===== src/rtl/ysyx_23060240_pkg.sv =====
// Shared definitions for the CSR access sequencer: SYSTEM funct3 codes, implemented
// CSR addresses and the sequencer state encoding.
package ysyx_23060240_pkg;

  localparam logic [2:0] F3Priv = 3'b000;
  localparam logic [2:0] F3Rw   = 3'b001;
  localparam logic [2:0] F3Rs   = 3'b010;
  localparam logic [2:0] F3Rc   = 3'b011;
  localparam logic [2:0] F3Rwi  = 3'b101;
  localparam logic [2:0] F3Rsi  = 3'b110;
  localparam logic [2:0] F3Rci  = 3'b111;

  localparam logic [11:0] CsrMstatus = 12'h300;
  localparam logic [11:0] CsrMtvec   = 12'h305;
  localparam logic [11:0] CsrMepc    = 12'h341;
  localparam logic [11:0] CsrMcause  = 12'h342;

  typedef enum logic [2:0] {
    StIdle,
    StRead,
    StWrite,
    StTrap,
    StResp
  } state_e;

  function automatic logic csr_is_legal(input logic [11:0] addr);
    return (addr == CsrMstatus) || (addr == CsrMtvec) || (addr == CsrMepc) ||
           (addr == CsrMcause);
  endfunction

endpackage


===== src/rtl/ysyx_23060240_csr_alu.sv =====
// Combinational read-modify-write datapath: new CSR value for RW/RS/RC (and immediate
// forms) plus the write-suppress decision.
module ysyx_23060240_csr_alu
  import ysyx_23060240_pkg::*;
#(
  parameter int unsigned XLEN = 32
) (
  input  logic [2:0]      funct3_i,
  input  logic [4:0]      rs1_idx_i,
  input  logic [XLEN-1:0] rs1_data_i,
  input  logic [XLEN-1:0] old_val_i,
  input  logic            illegal_i,
  output logic [XLEN-1:0] new_val_o,
  output logic            suppress_o
);

  logic [XLEN-1:0] src;

  always_comb begin
    // Immediate forms reuse the rs1 field as a zero-extended 5-bit operand.
    src        = funct3_i[2] ? XLEN'(rs1_idx_i) : rs1_data_i;
    new_val_o  = '0;
    suppress_o = illegal_i;
    unique case (funct3_i)
      F3Rw, F3Rwi: new_val_o = src;
      F3Rs, F3Rsi: begin
        new_val_o = old_val_i | src;
        if (rs1_idx_i == 5'd0) suppress_o = 1'b1;
      end
      F3Rc, F3Rci: begin
        new_val_o = old_val_i & ~src;
        if (rs1_idx_i == 5'd0) suppress_o = 1'b1;
      end
      default: suppress_o = 1'b1;
    endcase
  end

endmodule


===== src/rtl/ysyx_23060240_csr_ctrl.sv =====
// CSR access sequencer: one SYSTEM instruction at a time, read-modify-write for Zicsr
// ops and ecall/mret trap strobes with a PC redirect back to the core.
module ysyx_23060240_csr_ctrl
  import ysyx_23060240_pkg::*;
#(
  parameter int unsigned CSR_ADDR_W = 12,
  parameter int unsigned XLEN       = 32
) (
  input  logic                  clk,
  input  logic                  rst_n,
  input  logic                  in_valid,
  output logic                  in_ready,
  input  logic [2:0]            in_funct3,
  input  logic                  in_is_mret,
  input  logic [CSR_ADDR_W-1:0] in_csr_addr,
  input  logic [4:0]            in_rs1_idx,
  input  logic [XLEN-1:0]       in_rs1_data,
  input  logic [4:0]            in_rd_idx,
  input  logic [XLEN-1:0]       in_pc,
  output logic                  r_csr_en,
  output logic [CSR_ADDR_W-1:0] r_csr_addr,
  input  logic [XLEN-1:0]       r_csr_data,
  output logic                  w_csr_en,
  output logic [CSR_ADDR_W-1:0] w_csr_addr,
  output logic [XLEN-1:0]       w_csr_data,
  output logic                  jump_ecall,
  output logic                  jump_mret,
  output logic [XLEN-1:0]       pc,
  output logic                  out_valid,
  input  logic                  out_ready,
  output logic [4:0]            out_rd_idx,
  output logic                  out_rd_wen,
  output logic [XLEN-1:0]       out_rd_data,
  output logic                  out_redirect,
  output logic [XLEN-1:0]       out_target,
  output logic                  out_illegal
);

  state_e                state_q, state_d;
  logic [2:0]            funct3_q, funct3_d;
  logic                  is_mret_q, is_mret_d;
  logic [CSR_ADDR_W-1:0] addr_q, addr_d;
  logic [4:0]            rs1_idx_q, rs1_idx_d;
  logic [XLEN-1:0]       rs1_data_q, rs1_data_d;
  logic [4:0]            rd_idx_q, rd_idx_d;
  logic [XLEN-1:0]       pc_q, pc_d;
  logic [XLEN-1:0]       old_q, old_d;
  logic                  rd_wen_q, rd_wen_d;
  logic [XLEN-1:0]       rd_data_q, rd_data_d;
  logic                  redirect_q, redirect_d;
  logic [XLEN-1:0]       target_q, target_d;
  logic                  illegal_q, illegal_d;

  logic                  illegal;
  logic [XLEN-1:0]       new_val;
  logic                  suppress;

  assign illegal = ~csr_is_legal(12'(addr_q));

  ysyx_23060240_csr_alu #(
    .XLEN(XLEN)
  ) u_alu (
    .funct3_i  (funct3_q),
    .rs1_idx_i (rs1_idx_q),
    .rs1_data_i(rs1_data_q),
    .old_val_i (old_q),
    .illegal_i (illegal),
    .new_val_o (new_val),
    .suppress_o(suppress)
  );

  always_comb begin
    state_d    = state_q;
    funct3_d   = funct3_q;
    is_mret_d  = is_mret_q;
    addr_d     = addr_q;
    rs1_idx_d  = rs1_idx_q;
    rs1_data_d = rs1_data_q;
    rd_idx_d   = rd_idx_q;
    pc_d       = pc_q;
    old_d      = old_q;
    rd_wen_d   = rd_wen_q;
    rd_data_d  = rd_data_q;
    redirect_d = redirect_q;
    target_d   = target_q;
    illegal_d  = illegal_q;
    unique case (state_q)
      StIdle: begin
        if (in_valid) begin
          funct3_d   = in_funct3;
          is_mret_d  = in_is_mret;
          addr_d     = in_csr_addr;
          rs1_idx_d  = in_rs1_idx;
          rs1_data_d = in_rs1_data;
          rd_idx_d   = in_rd_idx;
          pc_d       = in_pc;
          state_d    = (in_funct3 == F3Priv) ? StTrap : StRead;
        end
      end
      StRead: begin
        old_d   = r_csr_data;
        state_d = StWrite;
      end
      StWrite: begin
        rd_wen_d   = (rd_idx_q != 5'd0);
        rd_data_d  = illegal ? '0 : old_q;
        redirect_d = 1'b0;
        target_d   = '0;
        illegal_d  = illegal;
        state_d    = StResp;
      end
      StTrap: begin
        // r_csr_addr already selects mtvec/mepc, so the target is captured here.
        target_d   = r_csr_data;
        rd_wen_d   = 1'b0;
        rd_data_d  = '0;
        redirect_d = 1'b1;
        illegal_d  = 1'b0;
        state_d    = StResp;
      end
      StResp: begin
        if (out_ready) begin
          rd_wen_d   = 1'b0;
          rd_data_d  = '0;
          redirect_d = 1'b0;
          target_d   = '0;
          illegal_d  = 1'b0;
          state_d    = StIdle;
        end
      end
      default: state_d = StIdle;
    endcase
  end

  always_ff @(posedge clk or negedge rst_n) begin
    if (!rst_n) begin
      state_q    <= StIdle;
      funct3_q   <= '0;
      is_mret_q  <= 1'b0;
      addr_q     <= '0;
      rs1_idx_q  <= '0;
      rs1_data_q <= '0;
      rd_idx_q   <= '0;
      pc_q       <= '0;
      old_q      <= '0;
      rd_wen_q   <= 1'b0;
      rd_data_q  <= '0;
      redirect_q <= 1'b0;
      target_q   <= '0;
      illegal_q  <= 1'b0;
    end else begin
      state_q    <= state_d;
      funct3_q   <= funct3_d;
      is_mret_q  <= is_mret_d;
      addr_q     <= addr_d;
      rs1_idx_q  <= rs1_idx_d;
      rs1_data_q <= rs1_data_d;
      rd_idx_q   <= rd_idx_d;
      pc_q       <= pc_d;
      old_q      <= old_d;
      rd_wen_q   <= rd_wen_d;
      rd_data_q  <= rd_data_d;
      redirect_q <= redirect_d;
      target_q   <= target_d;
      illegal_q  <= illegal_d;
    end
  end

  always_comb begin
    in_ready   = (state_q == StIdle);
    r_csr_en   = (state_q == StRead);
    r_csr_addr = '0;
    if (state_q == StRead) begin
      r_csr_addr = addr_q;
    end else if (state_q == StTrap) begin
      r_csr_addr = is_mret_q ? CSR_ADDR_W'(CsrMepc) : CSR_ADDR_W'(CsrMtvec);
    end
    w_csr_en   = (state_q == StWrite) && !suppress;
    w_csr_addr = w_csr_en ? addr_q : '0;
    w_csr_data = w_csr_en ? new_val : '0;
    jump_ecall = (state_q == StTrap) && !is_mret_q;
    jump_mret  = (state_q == StTrap) && is_mret_q;
  end

  assign pc           = pc_q;
  assign out_valid    = (state_q == StResp);
  assign out_rd_idx   = rd_idx_q;
  assign out_rd_wen   = rd_wen_q;
  assign out_rd_data  = rd_data_q;
  assign out_redirect = redirect_q;
  assign out_target   = target_q;
  assign out_illegal  = illegal_q;

endmodule


===== config.mk =====
export PLATFORM = sky130hd
export DESIGN_NAME = ysyx_23060240_csr_ctrl
export DESIGN_NICKNAME = d
export VERILOG_FILES = /design/src/rtl/ysyx_23060240_pkg.sv /design/src/rtl/ysyx_23060240_csr_alu.sv /design/src/rtl/ysyx_23060240_csr_ctrl.sv
export SDC_FILE = /design/constraint.sdc
export NUM_CORES = 1
export LEC_CHECK = 0
export CORE_ASPECT_RATIO = 1.5
export CORE_MARGIN = 4
export CORE_UTILIZATION = 50
export CTS_CLUSTER_DIAMETER = 50
export DETAILED_ROUTE_END_ITERATION = 8
export PLACE_DENSITY = 0.86
export SLEW_MARGIN = 20
export SYNTH_ARGS = -nofsm -noshare
export SYNTH_HDL_FRONTEND = slang
export SYNTH_HIERARCHICAL = 1
export SYNTH_SLANG_ARGS = --single-unit

===== constraint.sdc =====
create_clock -name clk -period 9.2 [get_ports clk]
set_input_delay 1.84 -clock clk [delete_from_list [all_inputs] [get_ports clk]]
set_output_delay 1.84 -clock clk [all_outputs]
set_load 0.05 [all_outputs]

==> results of run 1 <==
[flip-flops by register name, indices dropped and copies added (netlist names)]
name and flops:
funct3_q 3, is_mret_q 1, addr_q 12, out_illegal 1, out_rd_data 32, rs1_idx_q 5
pc 32, out_redirect 1, out_target 32, out_rd_wen 1, state_q 3, old_q 32
out_rd_idx 5, rs1_data_q 32
[stage by stage]
step	hold WS [ns]	utilization	total power, mW	std cells	setup slack (ns)
3_5_place_dp	0.486	0.680	3.68	1151	2.75
3_3_place_gp	0.467	0.680	3.63	1151	2.84
2_1_floorplan	0.475	-	2.98	696	3.87
5_1_grt	0.516	0.713	4.60	1183	2.02
6_report	0.500	0.713	4.38	1183	2.29
4_1_cts	0.504	0.713	4.41	1183	2.27
[cell usage in the layout (no fill, tap or decap), drive strengths merged, types with 2 or more instances in the layout]
cell / instances
clkdlybuf4s50: 290
dfrtp: 192
mux2: 123
nand2: 66
and2: 54
mux2i: 38
a22o: 33
nand3: 32
o31ai: 32
nand2b: 30
clkbuf: 18
nor2: 16
inv: 8
buf: 7
nor3: 5
clkinv: 5
clkinvlp: 3
nor4b: 2
[cells in the mapped netlist, drive strengths merged]
cell type	number	share of area
buf	29	0.024
or3	1	0.00071
dfrtp	192	0.55
nand2	66	0.028
nor3	5	0.0029
nand3	32	0.018
and2	54	0.039
nor3b	1	0.0014
nor2b	1	0.00071
o32a	1	0.0011
a211oi	1	0.00086
a22o	33	0.033
nor2	16	0.0068
or4	1	0.0013
nor4b	2	0.0020
or2	1	0.00071
nand4bb	1	0.0013
mux2i	38	0.043
xnor2	1	0.0031
o31ai	32	0.046
a211o	1	0.0010
a21o	1	0.00086
o21ai	1	0.00057
mux2	123	0.16
a221o	1	0.0011
clkbuf	27	0.012
or4bb	1	0.0013
o31a	1	0.0011
inv	2	0.00086
nand2b	30	0.021
[kinds of logic after synthesis]
family / count (synthesis) / share of synthesized area
and+or+nand+nor: 212 / 0.126
DFF: 192 / 0.548
muxes: 161 / 0.201
AOI/OAI and AO/OA: 72 / 0.0861
buffers and inverters: 58 / 0.0361
xor gates and xnor gates: 1 / 0.00314
[where the power goes]
| group | internal (mW) | leakage [nW] | switching, mW |
|---|---|---|---|
| combinational | 0.879 | 2.52 | 1.28 |
| sequential | 1.20 | 2.39 | 0.305 |
| clock | 0.382 | 0.278 | 0.338 |
[metal layers]
layer / vias up / share of wire
met4: 0 / 0.031
met1: 3235 / 0.38
met2: 199 / 0.54
met5: - / 0
li1: 2963 / -
met3: 35 / 0.051
[worst register-to-register path, cell delays in order (launching register included)]
cell	delay, ns
dfrtp_1	0.59
nand4bb_2	0.96
and2_1	0.64
buf_4	0.32
a221o_1	0.33
[layout make-up]
class	instances	area, um2	share of cell area
clock buffers	17	425	0.0345
clock inverters	15	151	0.0123
inverters	2	7.51	0.000609
multi-input cells	446	3690	0.300
flip-flops and latches	192	4810	0.390
well taps	213	267	0.0216
repair buffers	298	2970	0.241
[worst max path at each step]
stage                     slack, ns             end                    from  cells past startpoint
final                          2.29   w_csr_addr[6]  addr_q[10]$_DFFE_PN0P_                      8
after global routing           2.02   w_csr_addr[4]  addr_q[10]$_DFFE_PN0P_                      8
after CTS                      2.27  w_csr_addr[10]  addr_q[10]$_DFFE_PN0P_                      8
after detailed placement       2.75  w_csr_addr[10]  addr_q[10]$_DFFE_PN0P_                      8
after global placement         2.84   w_csr_addr[4]   addr_q[7]$_DFFE_PN0P_                      8
after floorplan                3.87  w_csr_data[22]  addr_q[10]$_DFFE_PN0P_                      8
==> results_dict.tcl, run 1 <==
set metrics [dict create \
    yosysSeqAreaShare 0.548 \
    die_area_mm2 0.0198 \
    cts.sink_count 192 \
    diodes 0 \
    grt_setup_unrepaired "false" \
    io_buffers 291 \
    hold_viol_final 0 \
    fin_area_mm2 0.0123 \
    die_h_um 170 \
    peakVddDrop_v 0.000295 \
    slowest_stage "or3_2" \
    reg2reg_slack_ns 6.27 \
    cp_top_family "simple AND/OR/NAND/NOR gates" \
    critPathLaunchType "flip-flop" \
    drtPass1Iterations 4 \
    grt_pass1_wl_um 38300 \
    clock_path_buffers 2 \
    syn_inst 696 \
    drt_wl_total_um 24700 \
    use_met3 0.0576 \
    grt_pass1_vias 6949 \
    hp-class "flip-flop to flip-flop" \
    path_cells "or4_4 -> or3_2 -> or2_2 -> a211o_1 -> nor3_2 -> buf_4 -> and2_1 -> clkdlybuf4s50_1" \
    drt_iter0_drc 360 \
    place_congestion 0.835 \
    dpl-instance-area_mm2 0.0117 \
    grt_max_degree 115 \
    worstRegToRegCells 4 \
    synth_nets 822 \
    use_met2 0.450 \
    postRouteAntennaNets 0 \
    crit-reg2reg-launch "state_q[1]$_DFFE_PN0P_" \
    relSlewSlack 0.296 \
    cts.htree.levels 4 \
    min_from "out_target[8]$_DFFE_PN0P_" \
    ctsHoldBuffers 0 \
    root_buffer "clkbuf_16" \
    start_util 0.508 \
    avgViaCountPerCell 5.44 \
    cts_resized 0 \
    n_fill_cell 1276 \
    min_period_ns 6.91 \
    setup_viol 0 \
    required_ns 7.36 \
    area.growth.synth_to_final_pct 40.4 \
    coreArea_mm2 0.0173 \
    post_cts_buffers 0 \
    syn_area_per_cell_um2 12.6 \
    synth_warnings 6 \
    cp_num_buf_inv 2 \
    power.leakage_nw 5.18 \
    path_clk_slew_ns 0.07 \
    cp_max_fo 33 \
    synth_seq_cells 192 \
    routedWlPerCell_um 20.9 \
    fin_crit_sh 0.751 \
    pin_count 292 \
    setup_tns_ns 0 \
    clock_skew_ns 0.0125 \
    synth.distinct_cells 37 \
    cap_violations 0 \
    rows 59 \
    layout.nets 1083 \
    cpPeakStageDelay_ns 0.91 \
    die_w_um 116 \
    cp-end-kind "primary output" \
    drc 0 \
    min_path_cells 1 \
    busiest_layer "met2" \
    status "completed" \
    clock_latency_ns 0.43 \
    drv_slew 0 \
    cts_buffers 17 \
    crit_type "flip-flop to primary output" \
    fmax_mhz 145 \
    syn_area_mm2 0.00877 \
    cts_tree "yes" \
    grt.total_usage 0.255 \
    hpwlAfterDp_um 17700 \
    regToRegEndpoint "out_illegal$_DFFE_PN0P_" \
    grt.overflow.total 0 \
    tightestPinTransition_ns 1.06 \
    hold_end "out_target[8]$_DFFE_PN0P_" \
    cellPowerDensity_mw_per_mm2 355 \
    drive_above_1_share 0.216 \
    vias 6432 \
    critPathArrivalTime_ns 5.07 \
    antenna_found_initial 0 \
    gr-usage-met1 0.298 \
]
No activity file was read; power rests on OpenSTA's default activity.
==> inputs of run 2 (changes only) <==
--- a/config.mk
+++ b/config.mk
@@ -7,10 +7,10 @@
 export LEC_CHECK = 0
 export CORE_ASPECT_RATIO = 1.5
 export CORE_MARGIN = 4
-export CORE_UTILIZATION = 50
+export CORE_UTILIZATION = 46
 export CTS_CLUSTER_DIAMETER = 50
 export DETAILED_ROUTE_END_ITERATION = 8
-export PLACE_DENSITY = 0.86
+export PLACE_DENSITY = 0.8
 export SLEW_MARGIN = 20
 export SYNTH_ARGS = -nofsm -noshare
 export SYNTH_HDL_FRONTEND = slang
==> constraint.sdc (replaced) <==
create_clock -name clk -period 6.7 [get_ports clk]
set_input_delay 1.34 -clock clk [delete_from_list [all_inputs] [get_ports clk]]
set_output_delay 1.34 -clock clk [all_outputs]
set_load 0.05 [all_outputs]
==> results_dict.tcl, run 2 (synthesis gave the netlist of run 1 again) <==
set metrics [dict create \
    final_cells 1223 \
    status "completed" \
    cp-startpoint "addr_q[10]$_DFFE_PN0P_" \
    hpwlAfterDp_um 17500 \
    postRouteAntennaNets 0 \
    avgViaCountPerCell 5.25 \
    slowest_stage "or3_2" \
    area.growth.synth_to_final_pct 41.0 \
    cts.htree.levels 4 \
    start_util 0.471 \
    drt_iter0_drc 391 \
    ctsHoldBuffers 0 \
    cp-end-kind "primary output" \
    drtPass1Iterations 4 \
    holdWs_ns 0.494 \
    pin_count 292 \
    die_w_um 121 \
    cp_top_family "simple AND/OR/NAND/NOR gates" \
    fin_crit_sh 0.884 \
    cp_num_buf_inv 2 \
    cp_max_fo 34 \
    layout.nets 1083 \
    crit-reg2reg-launch "state_q[1]$_DFFE_PN0P_" \
    p_total_mw 6.01 \
    rows 61 \
    grt.total_usage 0.236 \
    cpPeakStageDelay_ns 0.91 \
    io_buffers 291 \
    fmax_mhz 169 \
    peakVddDrop_v 0.000366 \
    final_cell_mix "290 x clkdlybuf4s50_1, 190 x dfrtp_1, 123 x mux2_2" \
    drive_above_1_share 0.218 \
    die_area_mm2 0.0214 \
    cap_violations 0 \
    cts_tree "yes" \
    clock_latency_ns 0.43 \
    relSlewSlack 0.284 \
    final_core_util 0.664 \
    vias 6418 \
    setup_tns_ns 0 \
    cellPowerDensity_mw_per_mm2 486 \
    hold_viol_final 0 \
    grt_max_degree 77 \
    setup_viol 0 \
    post-place-cells 1190 \
    tightestPinTransition_ns 1.07 \
    critPathArrivalTime_ns 4.58 \
    clock_skew_ns 0.0131 \
    post_cts_buffers 0 \
    path_cells "or4_4 -> or3_2 -> or2_2 -> a211o_1 -> nor3_2 -> buf_4 -> and2_2 -> clkdlybuf4s50_1" \
    drc 0 \
    mostFrequentLayoutCell "clkdlybuf4s50_1" \
    path_clk_slew_ns 0.07 \
    cts_buffers 17 \
    coreArea_mm2 0.0186 \
    place_congestion 0.789 \
    drv_slew 0 \
    critPathLaunchType "flip-flop" \
    root_buffer "clkbuf_16" \
    cts_resized 0 \
    power.leakage_nw 5.19 \
    required_ns 5.36 \
    drt_wl_total_um 24800 \
    min_from "out_redirect$_DFFE_PN0P_" \
    die_h_um 177 \
    cts.sink_count 192 \
    hp-class "flip-flop to flip-flop" \
    grt.overflow.total 0 \
    clock_path_buffers 2 \
    min_period_ns 5.92 \
    antenna_found_initial 0 \
    grt_pass1_wl_um 38900 \
    grt_setup_unrepaired "false" \
    routedWlPerCell_um 20.3 \
    crit_type "flip-flop to primary output" \
    grt_pass1_vias 6902 \
]
-- run 2: cell types whose count changed in the layout (fill, tap and decap cells not counted) --
cell and delta:
and2_1 -1, and2_2 +1, bufinv_16 -1, clkinv_2 +1, clkinv_4 -2, clkinv_8 +4, clkinvlp_4 -3, diode_2 +1
inv_6 +5, inv_8 -4
-- run 2: cell type report --
| class | instances | area [um2] |
|---|---|---|
| Tap cell | 252 | 315 |
| Inverter | 2 | 7.51 |
| Antenna cell | 1 | 2.50 |
| Multi-Input combinational cell | 446 | 3690 |
| Clock buffer | 17 | 425 |
| Fill cell | 1471 | 6250 |
| Sequential cell | 192 | 4810 |
| Clock inverter | 15 | 150 |
| Timing Repair Buffer | 298 | 2970 |
-- run 2: final timing paths --
| check | end | slack (ns) | depth (start not counted) |
|---|---|---|---|
| worst max-delay path | w_csr_addr[10] | 0.78 | 8 |
| worst min-delay path | out_redirect$_DFFE_PN0P_ | 0.49 | 1 |
| worst max register to register | out_illegal$_DFFE_PN0P_ | 3.74 | 3 |
| worst min register to register | out_redirect$_DFFE_PN0P_ | 0.49 | 1 |
| max in group asynchronous | funct3_q[1]$_DFFE_PN0P_ | 4.48 | 2 |
| min in group asynchronous | out_target[27]$_DFFE_PN0P_ | 0.86 | 1 |
-- run 2: per-stage QoR --
stage                     area, um2  setup slack [ns]
after global placement        11800              1.26
after floorplan                8770              1.87
after detailed placement      11800              1.24
after global routing          12400             0.578
after CTS                     12400             0.754
final                         12400             0.780
-- run 2: worst reg2reg max path, cell delays in order, from the launching register on --
cell and delay, ns:
dfrtp_1 0.58, nand4bb_2 0.99, and2_2 0.88, a221o_1 0.41
-- run 2: power by group --
| group | internal (mW) | total (mW) | switching, mW |
|---|---|---|---|
| registers | 1.64 | 2.06 | 0.421 |
| clock network | 0.495 | 0.983 | 0.488 |
| logic | 1.20 | 2.96 | 1.76 |
| total | 3.34 | 6.01 | 2.67 |
-- run 2: routing by layer --
metal	global-route usage	share of wire	wire length, um
met1	0.282	0.38	9540
met5	0	0	0
met2	0.414	0.53	13200
met4	0.0799	0.025	619
met3	0.0598	0.060	1500
==> inputs of run 3 (changes only) <==
--- a/config.mk
+++ b/config.mk
@@ -5,12 +5,14 @@
 export SDC_FILE = /design/constraint.sdc
 export NUM_CORES = 1
 export LEC_CHECK = 0
+export ABC_AREA = 1
+export CAP_MARGIN = 15
 export CORE_ASPECT_RATIO = 1.5
 export CORE_MARGIN = 4
-export CORE_UTILIZATION = 46
+export CORE_UTILIZATION = 47
 export CTS_CLUSTER_DIAMETER = 50
 export DETAILED_ROUTE_END_ITERATION = 8
-export PLACE_DENSITY = 0.8
+export PLACE_DENSITY = 0.81
 export SLEW_MARGIN = 20
 export SYNTH_ARGS = -nofsm -noshare
 export SYNTH_HDL_FRONTEND = slang
==> results_dict.tcl, run 3 <==
set metrics [dict create \
    yosysTopAreaCell "dfrtp_1" \
    async_flop_share 1.00 \
    relSlewSlack 0.344 \
    final_core_util 0.661 \
    grt_max_degree 126 \
    syn_area_mm2 0.00932 \
    yosysSeqAreaShare 0.515 \
    setup_viol 0 \
    setup_tns_ns 0 \
    clock_skew_ns 0.00832 \
    coreArea_mm2 0.0193 \
    antenna_found_initial 7 \
    drt_iter0_drc 600 \
    root_buffer "clkbuf_16" \
    drc 0 \
    cp_max_fo 33 \
    ctsHoldBuffers 0 \
    hold_viol_final 0 \
    pin_count 292 \
    slowest_stage "clkdlybuf4s50_1" \
    path_cells "inv_1 -> nand2_1 -> nand2_1 -> nand2_1 -> nand2_1 -> buf_4 -> nand3_1 -> a21oi_1 -> nand2_1 -> or2_2 -> buf_4 -> nor2_1 -> clkdlybuf4s50_1" \
    synth.area.top_cells "dfrtp_1 52%, nand2_1 17%, o21ai_0 7.3%, inv_1 6.0%, nand3_1 3.9%" \
    hpwlAfterDp_um 19400 \
    cts_tree "yes" \
    clock_path_buffers 2 \
    grt_pass1_vias 8417 \
    min_period_ns 5.18 \
    post_cts_buffers 0 \
    die_w_um 123 \
    final_cell_mix "422 x nand2_1, 290 x clkdlybuf4s50_1, 192 x dfrtp_1" \
    synth_warnings 6 \
    multiInputGateArea_mm2 0.00347 \
    fmax_mhz 193 \
    path_clk_slew_ns 0.07 \
    area.growth.synth_to_final_pct 37.1 \
    die_area_mm2 0.0222 \
    drtPass1Iterations 5 \
    grt_setup_unrepaired "false" \
    grt.total_usage 0.249 \
    syn_inst 1194 \
    synth.distinct_cells 25 \
    postRouteAntennaNets 0 \
    syn_area_per_cell_um2 7.81 \
    power.leakage_nw 6.45 \
    hp-class "flip-flop to flip-flop" \
    vias 8490 \
    clock_latency_ns 0.44 \
    cp_top_family "buffers and inverters" \
    routedWlPerCell_um 15.9 \
    rows 62 \
    ys.flop_type "dfrtp_1" \
    netlist.area_leader.share 0.515 \
    required_ns 5.36 \
    critPathArrivalTime_ns 3.84 \
    place_congestion 0.833 \
    synth_seq_cells 192 \
    cts_buffers 17 \
    synth_most_common_cell "nand2_1" \
    cpPeakStageDelay_ns 0.82 \
    crit_type "flip-flop to primary output" \
    peakVddDrop_v 0.000384 \
    layout.nets 1561 \
    mostFrequentLayoutCell "nand2_1" \
    die_h_um 180 \
    critPathMostFrequentCell "nand2_1" \
    cellPowerDensity_mw_per_mm2 461 \
    regArea_mm2 0.00480 \
    cp-end-kind "primary output" \
    status "completed" \
    cts_resized 0 \
    fin_crit_sh 0.773 \
    drv_slew 0 \
    tightestPinTransition_ns 0.984 \
    critPathLaunchType "flip-flop" \
    avgViaCountPerCell 4.96 \
    synth_nets 1320 \
    drive_above_1_share 0.0773 \
    synth_edf_count 0 \
    grt.overflow.total 0 \
    yosys-top-cells-count "423 x nand2_1, 192 x dfrtp_1, 148 x inv_1, 136 x o21ai_0, 72 x nand3_1" \
    start_util 0.483 \
    cts.htree.levels 4 \
    drt_wl_total_um 27200 \
    io_buffers 291 \
    grt_pass1_wl_um 43100 \
    cp_num_buf_inv 4 \
    cap_violations 0 \
    n_fill_cell 1607 \
    cts.sink_count 192 \
]
## run 3: cell count changes after synthesis, moves of 33 or more
cell     delta
mux2_2    -123
nor2_2     +39
a22o_1     -33
and2_1     -52
nand2_1   +357
o21ai_0   +135
nand3_1    +40
mux2i_1    -38
inv_1     +146
## run 3: routing by layer
layer	vias to the layer above	GRT usage	part of all wire
met2	302	0.413	0.50
li1	4181	-	-
met3	54	0.0694	0.074
met4	2	0.111	0.037
met1	3951	0.299	0.38
met5	-	0	0.00048
## run 3: final cells by class
| class | instances | area share |
|---|---|---|
| antenna | 6 | 0.00118 |
| clock buffer | 17 | 0.0333 |
| clock inverter | 15 | 0.0137 |
| inverter | 156 | 0.0460 |
| multi-input combinational | 769 | 0.272 |
| sequential | 192 | 0.376 |
| tap | 256 | 0.0251 |
| timing repair buffer | 299 | 0.233 |
## run 3: kinds of logic after synthesis
logic type,Yosys count,share of synthesized area
AND/OR/NAND/NOR,605,0.279
AO/OA/AOI/OAI,164,0.0921
flip-flops,192,0.515
buffers and inverters,233,0.114
## run 3: worst paths after layout
check	start	to	slack, ns	cells past startpoint
max	addr_q[1]$_DFFE_PN0P_	w_csr_addr[0]	1.52	13
max in group asynchronous	rst_n	out_target[7]$_DFFE_PN0P_	4.17	2
min in group asynchronous	rst_n	addr_q[10]$_DFFE_PN0P_	1.03	1
max reg2reg	state_q[2]$_DFFE_PN0P_	addr_q[0]$_DFFE_PN0P_	3.36	5
min	out_redirect$_DFFE_PN0P_	out_redirect$_DFFE_PN0P_	0.48	2
min reg2reg	out_redirect$_DFFE_PN0P_	out_redirect$_DFFE_PN0P_	0.48	2
## run 3: per-stage QoR
step / std cells / hold WS (ns) / instance area [um2] / worst slack [ns] / total power [mW]
3_5_place_dp: 1672 / 0.462 / 12200 / 2.00 / 4.88
4_1_cts: 1704 / 0.481 / 12800 / 1.51 / 5.93
5_1_grt: 1710 / 0.498 / 12800 / 1.25 / 6.29
2_1_floorplan: 1194 / 0.463 / 9320 / 2.72 / 4.00
3_3_place_gp: 1672 / 0.454 / 12200 / 2.09 / 4.81
6_report: 1710 / 0.478 / 12800 / 1.52 / 5.89
## run 3: where the power goes
group	internal, mW	total [mW]	switching, mW	leakage, nW
clock	0.562	1.03	0.472	0.285
sequential	1.60	1.90	0.296	2.47
combinational	0.851	2.96	2.11	3.70
total	3.01	5.89	2.87	6.45
## run 3: worst min-delay path, delay by kind of cell, from the launching register on
kind,cells,cell delay [ns]
flip-flops,1,0.35
AND/OR/NAND/NOR,2,0.09
